===== config.mk =====
export PLATFORM = sky130hd
export DESIGN_NAME = mem_wb_stage
export DESIGN_NICKNAME = d
export VERILOG_FILES = /design/src/rtl/mem_wb_stage.sv
export SDC_FILE = /design/constraint.sdc
export NUM_CORES = 1
export LEC_CHECK = 0
export CAP_MARGIN = 0
export CORE_MARGIN = 4
export CORE_UTILIZATION = 38
export CTS_CLUSTER_DIAMETER = 50
export DETAILED_ROUTE_END_ITERATION = 6
export PLACE_DENSITY = 0.77
export SYNTH_ARGS = -nofsm -noshare
export SYNTH_HDL_FRONTEND = slang
export SYNTH_SLANG_ARGS = --single-unit

===== constraint.sdc =====
create_clock -name clk -period 2 [get_ports clk]
set_clock_uncertainty 0.2 [all_clocks]
set_input_delay 0.6 -clock clk [delete_from_list [all_inputs] [get_ports clk]]
set_output_delay 0.6 -clock clk [all_outputs]
set_load 0.01 [all_outputs]

===== src/rtl/mem_wb_stage.sv =====
// MEM/WB pipeline stage: holds one retiring instruction, waits for load data,
// extends load bytes/halves and issues exactly one register-file write per instruction.
module mem_wb_stage #(
    parameter int DATA_W = 32,
    parameter int ADDR_W = 5
) (
    input  logic              clk,
    input  logic              rst,
    input  logic              mem_valid,
    output logic              mem_allowin,
    input  logic              mem_wreg,
    input  logic [ADDR_W-1:0] mem_waddr,
    input  logic [DATA_W-1:0] mem_result,
    input  logic              mem_load,
    input  logic [2:0]        mem_ltype,
    input  logic [1:0]        mem_addr_lo,
    input  logic              dm_rvalid,
    input  logic [DATA_W-1:0] dm_rdata,
    input  logic              flush,
    output logic              RegWrite,
    output logic [ADDR_W-1:0] waddr,
    output logic [DATA_W-1:0] wdata,
    output logic              wb_busy
);

    typedef enum logic [1:0] {
        S_IDLE  = 2'd0,
        S_WAIT  = 2'd1,
        S_WRITE = 2'd2
    } state_t;

    state_t            r_state;
    logic              r_dropPending;
    logic              r_wreg;
    logic [ADDR_W-1:0] r_waddr;
    logic [DATA_W-1:0] r_wdata;
    logic [2:0]        r_ltype;
    logic [1:0]        r_addrLo;

    logic              w_xfer;
    logic [7:0]        w_byte;
    logic [15:0]       w_half;
    logic [DATA_W-1:0] w_loadData;

    assign mem_allowin = ((r_state == S_IDLE) || (r_state == S_WRITE)) && !flush;
    assign w_xfer      = mem_valid && mem_allowin;

    // A flush in the write cycle kills the write even though the state is WRITE.
    assign RegWrite = (r_state == S_WRITE) && r_wreg && !flush;
    assign waddr    = r_waddr;
    assign wdata    = r_wdata;
    assign wb_busy  = (r_state != S_IDLE);

    always_comb begin
        w_byte = dm_rdata[7:0];
        case (r_addrLo)
            2'd0:    w_byte = dm_rdata[7:0];
            2'd1:    w_byte = dm_rdata[15:8];
            2'd2:    w_byte = dm_rdata[23:16];
            default: w_byte = dm_rdata[31:24];
        endcase
        w_half = r_addrLo[1] ? dm_rdata[31:16] : dm_rdata[15:0];
        case (r_ltype)
            3'b000:  w_loadData = {{(DATA_W-8){w_byte[7]}}, w_byte};
            3'b001:  w_loadData = {{(DATA_W-8){1'b0}}, w_byte};
            3'b010:  w_loadData = {{(DATA_W-16){w_half[15]}}, w_half};
            3'b011:  w_loadData = {{(DATA_W-16){1'b0}}, w_half};
            default: w_loadData = dm_rdata;
        endcase
    end

    always_ff @(posedge clk or negedge rst) begin
        if (!rst) begin
            r_state       <= S_IDLE;
            r_dropPending <= 1'b0;
            r_wreg        <= 1'b0;
            r_waddr       <= '0;
            r_wdata       <= '0;
            r_ltype       <= 3'b000;
            r_addrLo      <= 2'b00;
        end else if (flush) begin
            r_state <= S_IDLE;
            // Killing an outstanding load orphans its response unless it arrives right now.
            if (r_state == S_WAIT) begin
                if (!dm_rvalid) begin
                    r_dropPending <= 1'b1;
                end
            end else if (dm_rvalid) begin
                r_dropPending <= 1'b0;
            end
        end else begin
            case (r_state)
                S_WAIT: begin
                    if (dm_rvalid) begin
                        if (r_dropPending) begin
                            r_dropPending <= 1'b0;
                        end else begin
                            r_wdata <= w_loadData;
                            r_state <= S_WRITE;
                        end
                    end
                end
                default: begin
                    if (dm_rvalid) begin
                        r_dropPending <= 1'b0;
                    end
                    if (w_xfer) begin
                        r_wreg  <= mem_wreg;
                        r_waddr <= mem_waddr;
                        if (mem_load) begin
                            r_ltype  <= mem_ltype;
                            r_addrLo <= mem_addr_lo;
                            r_state  <= S_WAIT;
                        end else begin
                            r_wdata <= mem_result;
                            r_state <= S_WRITE;
                        end
                    end else begin
                        r_state <= S_IDLE;
                    end
                end
            endcase
        end
    end

endmodule


# == After elaboration in Yosys (flattened, before gate mapping) ==
# Index checks and enable logic that the tools add are counted.
# word_totals
inputBits,81
elab_cells,55
out_inout_bits,40
regBits,46
# op_classes
bitwise,2
muxes,18
eq_ne,13
reduce_logical,15
# ops
cell,n
$mux 32,5
$pmux 32 s4,1
$pmux 8 s3,1
$mux 16,1
$mux 2,6
$ne 3x3->1 const B,3
$eq 3x2->1 const B,2
$reduce_and 5->1,1
$eq 2x1->1 const B,2
$eq 2x2->1 const B,2
$logic_and 1x1->1,4
$logic_not 2->1,2
$mux 1,4
$ne 2x2->1 const B,2
$reduce_and 4->1,1
$reduce_bool 2->1,2
$eq 3x1->1 const B,1
$logic_not 3->1,1
$reduce_and 3->1,1
$ne 2x1->1 const B,1
$not 1->1,2
$reduce_and 2->1,1
$logic_not 1->1,1
$logic_or 1x1->1,1

# == Logic depth before layout (Yosys ltp) ==
# Gate-level depths: netlist of the first run.
# depth
ltp_word,7
mapped_depth,7
mapped_depth_nobuf,5

# == Least setup slack after synthesis of the first run ==
# OpenSTA, ideal clock, no wires.
# synth_timing
kind,input -> register
start,input port flush
end,register r_wdata[5] (netlist: wdata[5])
path_stages,7
arrival_time_ps,1825
required_time_ps,1676
n_path_buf,3
setup_ps,124
setup_slack_ps,-149
cell_sequence,or3b_1 buf_6 o32a_4 buf_6 buf_6 a221oi_2 nor2_1
# synth_between
elab_chain_len,5
elab_cells_between_ends,6
classes_between,1 x bitwise; 5 x reduce/logical
# synth_rtl
element,line,source
start: declaration,19,"input logic flush,"
$logic_not 1->1,45,assign mem_allowin = ((r_state == S_IDLE) || (r_state == S_WRITE)) && !flush;
$logic_and 1x1->1,45,
$logic_and 1x1->1,46,assign w_xfer = mem_valid && mem_allowin;
$reduce_bool 2->1 (no source line),-,
$reduce_and 5->1 (no source line) *,-,
end signal: assignment,98,r_wdata <= w_loadData;
end signal: assignment,115,r_wdata <= mem_result;
end: declaration,36,logic [DATA_W-1:0] r_wdata;
# Mark *: on every way between the ends. The rest lies on a longest branch, timed or not.
# A chain may end at the register's enable or synchronous reset.

# == Worst setup path after layout of the first run ==
# layout_timing
start,register r_addrLo[0]
end,register r_wdata[29] (netlist: wdata[29])
# layout_between
elab_chain_len,6
elab_cells_between_ends,8
classes_between,2 x eq/ne; 5 x mux; 1 x reduce/logical
# layout_rtl
element,line,source
start: declaration,38,logic [1:0] r_addrLo;
start signal: assignment,112,r_addrLo <= mem_addr_lo;
"$eq 2x2->1, or another cell as far along",56,case (r_addrLo)
$pmux 8 s3 *,56,
$pmux 32 s4 *,63,case (r_ltype)
$mux 32 *,95,if (r_dropPending) begin
$mux 32 *,94,if (dm_rvalid) begin
$mux 32 *,92,case (r_state)
# Mark *: on every way between the ends. The rest lies on a longest branch, timed or not. The select of a mux whose other input is x is not followed.

==> results of run 1 <==
-- kinds of logic after synthesis --
kind of cell	after synthesis	share of synthesized area, %
AND/OR/NAND/NOR	138	23.58
AO/OA/AOI/OAI	76	21.77
flip-flops	46	41.55
buffers and inverters	30	6.414
multiplexers	16	6.685
-- critical path, cell delays in order (launching register included) --
cell and delay [ns]:
dfrtp_1 0.44, mux2_4 0.33, mux4_2 0.51, a21oi_4 0.21, buf_6 0.18, a211oi_2 0.07
-- per-stage QoR --
stage	cells	setup TNS [ns]
after global placement	528	-20.02
after detailed placement	528	-21.49
after CTS	549	-1.313
after floorplan	306	-1.964
after global routing	548	-1.315
final	548	-0.6144
-- final timing paths --
kind                                         start                      end  slack (ns)  cells past startpoint
hold reg to reg               waddr[1]$_DFFE_PN0P_     waddr[1]$_DFFE_PN0P_        0.28                      2
max in group asynchronous                      rst  r_addrLo[1]$_DFFE_PN0P_        1.01                      2
setup reg to reg           r_addrLo[0]$_DFFE_PN0P_    wdata[29]$_DFFE_PN0P_       -0.06                      5
min in group clk              waddr[1]$_DFFE_PN0P_     waddr[1]$_DFFE_PN0P_        0.28                      2
hold / removal                                 rst     wdata[8]$_DFFE_PN0P_        0.05                      1
setup / recovery           r_addrLo[0]$_DFFE_PN0P_    wdata[29]$_DFFE_PN0P_       -0.06                      5
-- layer usage --
layer / up-vias / part of all wire [%] / GRT usage (%)
met1: 1451 / 40 / 29.41
li1: 1388 / - / -
met3: 17 / 9.3 / 4.827
met5: - / 0 / 0
met4: 0 / 2.2 / 9.280
met2: 162 / 48 / 39.25
-- final cells by class --
type                    instances  share of cell area, %
clock buffers                   6                  1.824
clock inverters                 2                 0.2764
inverters                       5                 0.6910
multi-input cells             230                  35.16
flip-flops and latches         46                  25.46
well taps                      96                  2.653
repair buffers                162                  33.75
repair inverters                1                 0.1935
-- synth_stat cells (2+ instances only) --
library cell  instances  area [um2]
a22o_1                2       17.52
a22oi_1              12       90.09
nor2_1               36       135.1
nor2b_1               2       12.51
dfrtp_1              46        1151
buf_6                 7       78.83
a21oi_1               8       40.04
buf_2                 6       30.03
clkbuf_1             12       45.04
nand2_1              49       183.9
a211oi_1              9       67.56
or3_1                 7       43.79
a221oi_1              6       52.55
o211ai_1              7       52.55
mux2i_1               5       50.05
nand2b_1             13       81.33
a211oi_2              4       50.05
mux2_2               10       112.6
nor3_1               13       65.06
nor3b_1               8       60.06
nand4b_1              2       17.52
inv_1                 4       15.01
o311a_1               6       60.06
o21ai_0              14       70.07
-- flip-flops by register name, summed over array words and instances (netlist names) --
| register | count |
|---|---|
| r_addrLo | 2 |
| r_dropPending | 1 |
| r_state | 2 |
| r_ltype | 3 |
| r_wreg | 1 |
| waddr | 5 |
| wdata | 32 |
-- timing repair --
action	in CTS	in global routing
hold buffers	0	0
gates cloned	3	0
gates resized for setup	96	20
pin swaps	10	11
endpoints found under the setup margin	68	35
setup buffers	10	2
-- power by group --
group          total (mW)  internal, mW  switching, mW
sequential           1.28          1.15          0.129
clock               0.606         0.278          0.328
combinational        1.52         0.761          0.755
==> metrics, run 1 <==
status finished with violations; worst path arrival time 2.05 ns; grt ovf 0; first-pass GRT wire length 16010 um; pin count of the biggest net entering global routing 43; fraction of layout cells with a size suffix above 1 23.23%; Ys Warns 0; Clock Sinks 46; Placement Setup Slack -0.6817 ns; post-synthesis sequential area ratio 41.55%; total CTS buffers 5; Rel. slew slack 66.95%; overall routing resource usage 23.42%; required time worst endpoint 1.99 ns; number of routed nets with antenna violations 0; Clk Latency, worst-skew pair 0.30 ns; Pre-Repair DR Iteration Count 4; Netlist Area Pre-Place 2770 um2; CTS Buffer Depth 2; P_leak 2.001 nW; Max Cap Violations 0; Worst Setup Start Kind flop; Overall Power 3.401 mW; RSZ-0062 raised after global routing true; Core Rows 30; P&R area growth vs syn 63.41%; Hold Crit Class in2async; Async SR Flop Fraction 100.0%; Slew Limit Fails 0; Syn Nets 387; Synth Flop Type dfrtp_1; Multi-input gate area 1592 um2; most frequent cells in the layout clkdlybuf4s50_1, nand2_1, dfrtp_1, nor2_1, dlygate4sd2_1; core area 6944 um2; Cells after Synth 306; DP Wirelength 7024 um; utilization after layout 65.19%; CP max FO 6; Vias/cell 5.507; CP Capture Type flop; fin nets 532; Residual DRC 0; I/O pins 121; failing checks setup timing; fin worst setup slack -0.05807 ns; register area 1152 um2; Post-Route WL 10250 um; Port Buffers 120; filler cell count 568; Worst VDD drop 326.9 uV; actual transition at the worst max-transition pin 0.4958 ns; count of cell types in the netlist 42; Die Span Y 93.38 um; WHS 0.04841 ns; CP Class reg2reg; shortest period the worst path allows 2.058 ns; DR iter-0 viols 241; Achievable Freq 485.9 MHz; DP Area 4222 um2; Finished Cell Area 4527 um2; H-tree depth 2; most common cell after layout, fill and taps aside clkdlybuf4s50_1; initial antenna violation count 0; die area 8720 um2; final hold vios 0; pwr dens 751.3 nW/um2; final worst-path cycle share 102.9%; EDFF count, synth 0; Die X 93.38 um; root buffer cell clkbuf_8; gpl congestion 0.8606; initial core utilization 39.89%; antenna cells 0; clk slew on worst S/H paths 0.09 ns; final setup fails 18; Via Count 3018; Yosys reg bits 46; vias in the first global route 3291; CTS tree yes; routed len/inst 18.71 um; syn_area_per_cell 9.053 um2
Note: power is estimated with default switching activity, not from simulation.
==> inputs of run 2 (changes only) <==
Settings changed: CORE_MARGIN 4 to default.
==> run 2 against run 1 <==
Against the previous run: utilization up 2.4 points; critical path type unchanged; register-to-register slack better by 0.05 ns; critical path depth unchanged; largest cell class unchanged; sequential share of layout area down 0.81 points; the flow still finishes with violations (setup timing); highest routed layer unchanged; largest power group unchanged; final cell count up 0.18%.
==> metrics, run 2 (synthesized netlist as in run 1, its figures left out) <==
Largest register FFs 32 (unchanged); Worst Setup Start Kind flop; DR iter-0 viols 206 (-15%); I/O pins 121 (unchanged); pin count of the biggest net entering global routing 47 (+9.3%); root buffer cell clkbuf_8; vias in the first global route 3115 (-5.3%); Slew Limit Fails 0 (unchanged); final std cells w/o fill 549 (+0.18%); actual transition at the worst max-transition pin 0.3748 ns (-0.1210 ns); DP Wirelength 6622 um (-5.7%); fin nets 533 (+0.19%); grt ovf 0 (unchanged); overall routing resource usage 26.98% (+3.6 points); die area 7635 um2 (-12%); pwr dens 738.3 nW/um2 (-1.7%); initial core utilization 40.11% (+0.22 points); CP max FO 8 (+2); Die X 87.38 um (-6.4%); required time worst endpoint 1.99 ns (about the same); first-pass GRT wire length 15510 um (-3.1%); P&R area growth vs syn 68.61%; Achievable Freq 498.0 MHz (+2.5%); shortest period the worst path allows 2.008 ns (-0.05001 ns); antenna cells 0 (unchanged); core area 6907 um2 (-0.54%); worst path arrival time 1.99 ns (-0.06 ns); Vias/cell 5.610 (+1.9%); Max Cap Violations 0 (unchanged); Worst VDD drop 338.6 uV (+3.6%); Post-Route WL 10150 um (-1.0%); Inst Count DP 527 (-0.19%); Via Count 3080 (+2.1%); initial antenna violation count 0 (unchanged); P_leak 2.082 nW (+4.1%); final hold vios 0 (unchanged); final setup fails 2 (-16); Clock Sinks 46 (unchanged); Pre-Repair DR Iteration Count 5 (+1); routed len/inst 18.49 um (-1.2%); most common cell after layout, fill and taps aside clkdlybuf4s50_1; Post-CTS Hold Buffers 0 (unchanged); Rel. slew slack 74.98% (+8.0 points); RSZ-0062 raised after global routing true; CTS Buffer Depth 2 (unchanged); most frequent cells in the layout clkdlybuf4s50_1, nand2_1, dfrtp_1, nor2_1, dlygate4sd2_1; status finished with violations; DP Area 4214 um2 (-0.18%); Finished Cell Area 4671 um2 (+3.2%); CP Capture Type flop; Hold Crit Class in2async; fraction of layout cells with a size suffix above 1 26.05% (+2.8 points); filler cell count 550 (-3.2%); setup TNS -0.008392 ns (+0.6060 ns); Residual DRC 0 (unchanged); failing checks setup timing; Core Rows 30 (unchanged); clk slew on worst S/H paths 0.09 ns (about the same); Placement Setup Slack -0.6410 ns (+0.04071 ns); gpl congestion 0.8585 (-0.24%); H-tree depth 2 (unchanged); Clk Latency, worst-skew pair 0.30 ns (about the same); CTS tree yes; fin worst setup slack -0.008058 ns (+0.05001 ns); number of routed nets with antenna violations 0 (unchanged); utilization after layout 67.63% (+2.4 points); total CTS buffers 5 (unchanged); final worst-path cycle share 100.4% (-2.5 points); CP Class reg2reg; Port Buffers 120 (unchanged); Die Span Y 87.38 um (-6.4%)
run 2: cell types whose count changed in the layout (fill, tap and decap cells not counted), sizes merged:
cell           change
clkdlybuf4s15      -2
inv                -1
dlygate4sd2        -3
buf                +4
clkinvlp           -1
clkdlybuf4s50      -1
clkinv             +1
dlymetal6s2s       +4
run 2: final cells by class:
class	instances	area, um2	share of cell area (%)
Clock buffer	7	86.33	1.848
Timing Repair inverter	1	16.27	0.3482
Tap cell	96	120.1	2.572
Sequential cell	46	1151	24.64
Inverter	5	31.28	0.6697
Timing Repair Buffer	163	1597	34.18
Clock inverter	1	5.005	0.1072
Multi-Input combinational cell	230	1664	35.63
run 2: layer usage:
metal	global-route usage, %	vias up	part of all wire [%]
li1	-	1389	-
met1	33.71	1502	42
met2	44.82	163	47
met3	6.066	26	8.0
met4	11.48	0	2.5
met5	0	-	0
run 2: per-stage QoR:
stage	hold WS (ns)	total power, mW
after floorplan	0.1044	1.985
after global placement	0.2620	2.759
after detailed placement	0.2649	2.797
after CTS	0.07565	3.379
after global routing	0.07254	3.623
final	0.06740	3.449
run 2: repair_timing:
item,4_1_cts,5_1_grt
setup buffers,10,3
setup endpoints to repair,63,43
pin swaps,9,18
resized for setup,101,42
cloned,3,0
run 2: where the power goes:
group	internal (mW)	leakage, nW	switching (mW)	total (mW)
Clock	0.279	0.0482	0.323	0.602
Sequential	1.15	0.545	0.139	1.29
Combinational	0.788	1.49	0.770	1.56
run 2: critical path, stage by stage (launching register included):
cell and delay [ns]:
dfrtp_1 0.43, mux2_4 0.32, mux4_2 0.50, a21oi_4 0.19
buf_8 0.17, a211oi_2 0.09
run 2: path summary, 6_finish.rpt:
check	startpoint	slack [ns]	end	depth (start not counted)
min reg2reg	waddr[3]$_DFFE_PN0P_	0.28	waddr[3]$_DFFE_PN0P_	2
min	rst	0.07	r_dropPending$_DFFE_PN0P_	2
min in group clk	waddr[3]$_DFFE_PN0P_	0.28	waddr[3]$_DFFE_PN0P_	2
max in group asynchronous	rst	1.32	wdata[17]$_DFFE_PN0P_	2
max reg2reg	r_addrLo[0]$_DFFE_PN0P_	-0.008	wdata[21]$_DFFE_PN0P_	5
max	r_addrLo[0]$_DFFE_PN0P_	-0.008	wdata[21]$_DFFE_PN0P_	5
==> inputs of run 3 (changes only) <==
Settings changed: CAP_MARGIN 0 to default, CORE_ASPECT_RATIO from default to 1.75.
==> run 3 against run 2 <==
Against the previous run: the flow still finishes with violations (setup timing); worst setup slack worse by 0.049 ns; via count is 0.62% lower; non-clock buffer count is 7 higher; flip-flop and latch count unchanged; sequential power hardly changed; register-to-register slack lost 0.05 ns; die area rose by 0.17%.
==> metrics, run 3 (synthesized netlist as in run 1, its figures left out) <==
slowest stage delay, CP 0.51 ns (about the same); Largest register FFs 32 (unchanged); Rel. slew slack 62.22% (-13 points); die area 7648 um2 (+0.17%); CTS tree yes; actual transition at the worst max-transition pin 0.5667 ns (+0.1919 ns); Slew Limit Fails 0 (unchanged); final setup fails 23 (+21); first-pass GRT wire length 15560 um (+0.31%); clock network fraction of total power 22.6% (+5.1 points); Core Rows 40 (+33%); Max Cap Violations 0 (unchanged); worst path arrival time 2.02 ns (+0.03 ns); P_leak 2.297 nW (+10%); Via Count 3061 (-0.62%); final std cells w/o fill 543 (-1.1%); fin nets 539 (+1.1%); Port Buffers 120 (unchanged); fin worst setup slack -0.05736 ns (-0.04930 ns); vias in the first global route 3202 (+2.8%); combinational share of power 43.0% (-2.2 points); utilization after layout 69.12% (+1.5 points); CTS Buffer Depth 2 (unchanged); Die Span Y 114.9 um (+32%); fraction of layout cells with a size suffix above 1 23.97% (-2.1 points); initial antenna violation count 0 (unchanged); Psw 1.234 mW (+0.19%); Hold Crit Class in2async; slowest CP cell mux4_2; cell family with most CP delay multiplexers; grt ovf 0 (unchanged); Vias/cell 5.637 (+0.48%); Sw Share 32.95% (-2.8 points); routed len/inst 18.51 um (+0.13%); Clk Latency, worst-skew pair 0.28 ns (-0.02 ns); status finished with violations; shortest period the worst path allows 2.057 ns (+0.04930 ns); most common cell after layout, fill and taps aside clkdlybuf4s50_1; clk slew on worst S/H paths 0.06 ns (-0.03 ns); DR iter-0 viols 190 (-7.8%); required time worst endpoint 1.97 ns (-0.02 ns); Residual DRC 0 (unchanged); antenna cells 0 (unchanged); Worst VDD drop 594.4 uV (+76%); DP Area 4272 um2 (+1.4%); number of routed nets with antenna violations 0 (unchanged); Inst Count DP 518 (-1.7%); DP Wirelength 6943 um (+4.9%); H-tree depth 2 (unchanged); pwr dens 778.9 nW/um2 (+5.5%); Worst Setup Start Kind flop; RSZ-0062 raised after global routing true; root buffer cell clkbuf_16; overall routing resource usage 27.28% (+0.29 points); worst path buffer plus inverter count 1 (unchanged); Finished Cell Area 4808 um2 (+2.9%); Pre-Repair DR Iteration Count 4 (-1); Achievable Freq 486.1 MHz (-2.4%); total CTS buffers 5 (unchanged); Die X 66.54 um (-24%); Placement Setup Slack -0.6980 ns (-0.05700 ns); setup TNS -0.9554 ns (-0.9470 ns); initial core utilization 39.82% (-0.29 points); Reg power frac 34.4% (-3.0 points); I/O pins 121 (unchanged); failing checks setup timing; crit-path cells mux2_4 > mux4_2 > a21oi_4 > buf_6 > a211oi_2; final hold vios 0 (unchanged); CP max FO 7 (-1); most frequent cells in the layout clkdlybuf4s50_1, nand2_1, dfrtp_1, nor2_1, dlymetal6s2s_1; FF-to-FF path depth 5 (unchanged); Levels on crit path 5 (unchanged); CP Class reg2reg; Clock Sinks 46 (unchanged); gpl congestion 0.8135 (-5.2%); core area 6957 um2 (+0.72%); P&R area growth vs syn 73.58%; CP Capture Type flop; Int Pwr 2.511 mW (+13%); pin count of the biggest net entering global routing 43 (-8.5%); Post-Route WL 10050 um (-0.97%); final worst-path cycle share 102.9% (+2.5 points)
[run 3: cell types whose count changed in the layout (fill, tap and decap cells not counted), sizes merged]
cell / delta
dlygate4sd2: -27
clkbuf: -1
clkdlybuf4s50: +3
clkinv: -1
buf: +8
dlymetal6s2s: +24
[run 3: power by group through the flow]
stage | clock network (mW) | registers, mW | logic (mW)
after floorplan | 0 | 1.38 | 0.607
after global placement | 0 | 1.30 | 1.49
after detailed placement | 0 | 1.30 | 1.52
after CTS | 0.849 | 1.29 | 1.60
after global routing | 0.899 | 1.31 | 1.73
final | 0.845 | 1.29 | 1.61
[run 3: cell type report]
type	count	area, um2
Sequential cell	46	1151
Clock buffer	7	142.6
Timing Repair Buffer	170	1790
Fill cell	542	2148
Multi-Input combinational cell	230	1588
Tap cell	84	105.1
Clock inverter	1	5.005
Inverter	5	26.28
[run 3: timing repair]
action	CTS	global route
pin swaps	14	19
buffers inserted	16	2
gates resized for setup	64	54
endpoints found under the hold margin	0	0
gates cloned	3	0
hold buffers	0	0
endpoints found under the setup margin	42	59
[run 3: per-stage QoR]
step                power [mW]  hold WS, ns
floorplan                1.985       0.1044
global placement         2.790       0.2560
detailed placement       2.829       0.2713
CTS                      3.742       0.1191
global route             3.940       0.1289
finish                   3.745       0.1018
[run 3: worst register-to-register path: stages, from the launching register on]
cell	delay, ns
dfrtp_1	0.43
mux2_4	0.33
mux4_2	0.51
a21oi_4	0.21
buf_6	0.17
a211oi_2	0.08
[run 3: per-layer routing]
layer  part of all wire (%)  track usage, %
met1                     35           29.07
met2                     54           49.36
met3                    6.7           5.456
met4                    4.2           13.48
met5                      0               0
[run 3: path summary, 6_finish.rpt]
path                                               to  slack (ns)                     from
worst min-delay path            wdata[29]$_DFFE_PN0P_        0.10                      rst
worst max register to register  wdata[29]$_DFFE_PN0P_       -0.06  r_addrLo[0]$_DFFE_PN0P_
min in group clk                 waddr[4]$_DFFE_PN0P_        0.28     waddr[4]$_DFFE_PN0P_
max in group asynchronous       wdata[21]$_DFFE_PN0P_        0.96                      rst
worst max-delay path            wdata[29]$_DFFE_PN0P_       -0.06  r_addrLo[0]$_DFFE_PN0P_
worst min register to register   waddr[4]$_DFFE_PN0P_        0.28     waddr[4]$_DFFE_PN0P_
==> RTL change (config.mk and constraints of run 2) <==
Re-encode `state_t` (3 states) as one-hot, 3 bits wide.
--- a/src/rtl/mem_wb_stage.sv
+++ b/src/rtl/mem_wb_stage.sv
@@ -24,8 +24,8 @@
 );
 
-    typedef enum logic [1:0] {
-        S_IDLE  = 2'd0,
-        S_WAIT  = 2'd1,
-        S_WRITE = 2'd2
+    typedef enum logic [2:0] {
+        S_IDLE  = 3'b001,
+        S_WAIT  = 3'b010,
+        S_WRITE = 3'b100
     } state_t;
 
Check against the original RTL: no difference found for any inputs over 4 cycles, from zero or initial values and one cycle with rst low; so few cycles prove little.
==> RTL change against run 2 <==
The flow still finishes with violations (negative setup slack). Power increased by 17%. Wire length increased by 1.4%. First-iteration DRC count increased by 7.8%. Global-route usage decreased by 0.44 points. Combinational power increased by 17%. Sequential power increased by 7%. Area after synthesis increased by 2.1%. Sequential cell count increased by 1. Design area increased by 5.1%. Non-clock buffer count increased by 11. Worst setup slack got worse by 180 ps. Hold slack got worse by 26 ps. Synthesized cell count unchanged. Critical endpoint is now wdata[26]$_DFFE_PN0P_. Largest cell class is now non-clock buffers.
==> RTL change: results (changes against run 2) <==
[sta]
finalSetupViolCount=46  ; +44
final.setup.worst_slack_ps=-186.0  ; -177.9 ps
slew_headroom_pct=63.74  ; -11 points
hold_slack_ps=41.67  ; -25.73 ps

[yosys]
ys_warn_count=0  ; unchanged
ys_seq_area_share_pct=41.64  ; +0.083 points
synth_cell_types=39  ; -7.1%
synth_flop_cell=dfrtp_1
synthTopCellsByCount=57 x nor2_1, 46 x dfrtp_1, 42 x nand2_1
synth_fp_nets=387  ; unchanged
synthTopCellsByArea=dfrtp_1 41%, a221oi_2 10%, nor2_1 7.6%

[layout]
fin_nets=542  ; +1.7%
num_antenna_cells=0  ; unchanged
final_layout_size_suffix_gt1_share_pct=30.09  ; +4.0 points

[placed_design]
place_ws_ps=-1143  ; -501.9 ps
dpl.hpwl_microns=6645  ; +0.35%
place_area_sq_um=4318  ; +2.5%
place.gp.congestion=0.7954  ; -7.4%

[run_status]
status=complete, but fails checks
violations=negative setup slack

[grt]
grt_pass1_vias=3026  ; -2.9%
grt_max_degree=48  ; +2.1%
grt_usage_pct=26.54  ; -0.44 points
antenna_found_initial=0  ; unchanged
grt_first_pass_wirelength_microns=15320  ; -1.2%

[min_path]
hold_path.class=input pin to async pin

[clock_network]
clkTransAtPathRegs_ps=100
cts_buffer_depth=2  ; unchanged
root_buffer=clkbuf_8
h-tree-depth=2  ; unchanged
clk_latency_ps=320  ; +20 ps

[critical_path]
r2r_start=r_state[0]$_DFFE_PN1P_
critPathArrivalTime_ps=2210  ; +220 ps
slowest_stage=or3b_4
worst_path_dominant_cell_family=simple AND/OR/NAND/NOR gates
cp_slowest_stage_delay_ps=400  ; -100 ps
startpoint_type=register
cp_max_fo=7  ; -1

[routing]
initialDrtViolationCount=222  ; +7.8%
wire_per_inst_microns=18.35  ; -0.72%
firstDrtPassIters=4  ; -1
routed-via-count=3024  ; -1.8%

[power]
peakVddDrop_uv=496.3  ; +47%
cellLeakagePower_nw=2.070  ; -0.58%

==> RTL change: final timing paths <==
path                                     endpoint  cells after the start
max                         wdata[26]$_DFFE_PN0P_                      8
max in group asynchronous  r_state[0]$_DFFE_PN1P_                      2
max reg2reg                 wdata[26]$_DFFE_PN0P_                      8
min                          waddr[1]$_DFFE_PN0P_                      2
min in group clk               r_wreg$_DFFE_PN0P_                      1
min reg2reg                    r_wreg$_DFFE_PN0P_                      1
==> RTL change: through the flow <==
stage	instances	power [W]	utilization [%]	TNS, ps
3_3_place_gp	532	0.003070	59.85	-29600
6_report	561	0.004050	68.07	-5344
2_1_floorplan	306	0.002234	-	-5906
4_1_cts	561	0.003959	67.15	-7199
3_5_place_dp	532	0.003112	59.85	-31150
5_1_grt	561	0.004262	68.07	-7922
==> RTL change: where the power goes <==
part / switching [W] / total [W] / leakage, nW / internal [W]
registers: 0.000193 / 0.00138 / 0.544 / 0.00119
logic: 0.000882 / 0.00182 / 1.46 / 0.000939
clock network: 0.000346 / 0.000844 / 0.0644 / 0.000498
total: 0.00142 / 0.00405 / 2.07 / 0.00263
==> RTL change: cell type report <==
type	instances	area, sq um
fillers	540	2303
inverters	10	37.54
repair buffers	174	1755
clock buffers	5	68.82
clock inverters	3	67.56
flip-flops and latches	47	1177
well taps	99	123.9
multi-input cells	223	1680
==> RTL change: logic make-up after synthesis <==
group / share of synthesized area [%]
and+or+nand+nor: 20.09
AOI/OAI and AO/OA: 25.09
DFF: 41.64
buffers and inverters: 6.637
xor gates and xnor gates: 0.3098
muxes: 6.239
==> RTL change: per-layer routing <==
| metal | global-route usage, % | routed length (microns) | vias to the layer above |
|---|---|---|---|
| met3 | 5.690 | 707 | 23 |
| met4 | 9.971 | 274 | 0 |
| met2 | 43.71 | 5138 | 144 |
| met5 | 0 | 0 | - |
| li1 | - | - | 1415 |
| met1 | 34.38 | 4176 | 1442 |
==> RTL change: repair_timing <==
item                       4_1_cts  5_1_grt
pin swaps                       16        9
resized for setup               98       35
setup endpoints to repair       76       48
setup buffers                   15        4
hold buffers                     0        0
cloned                           6        1
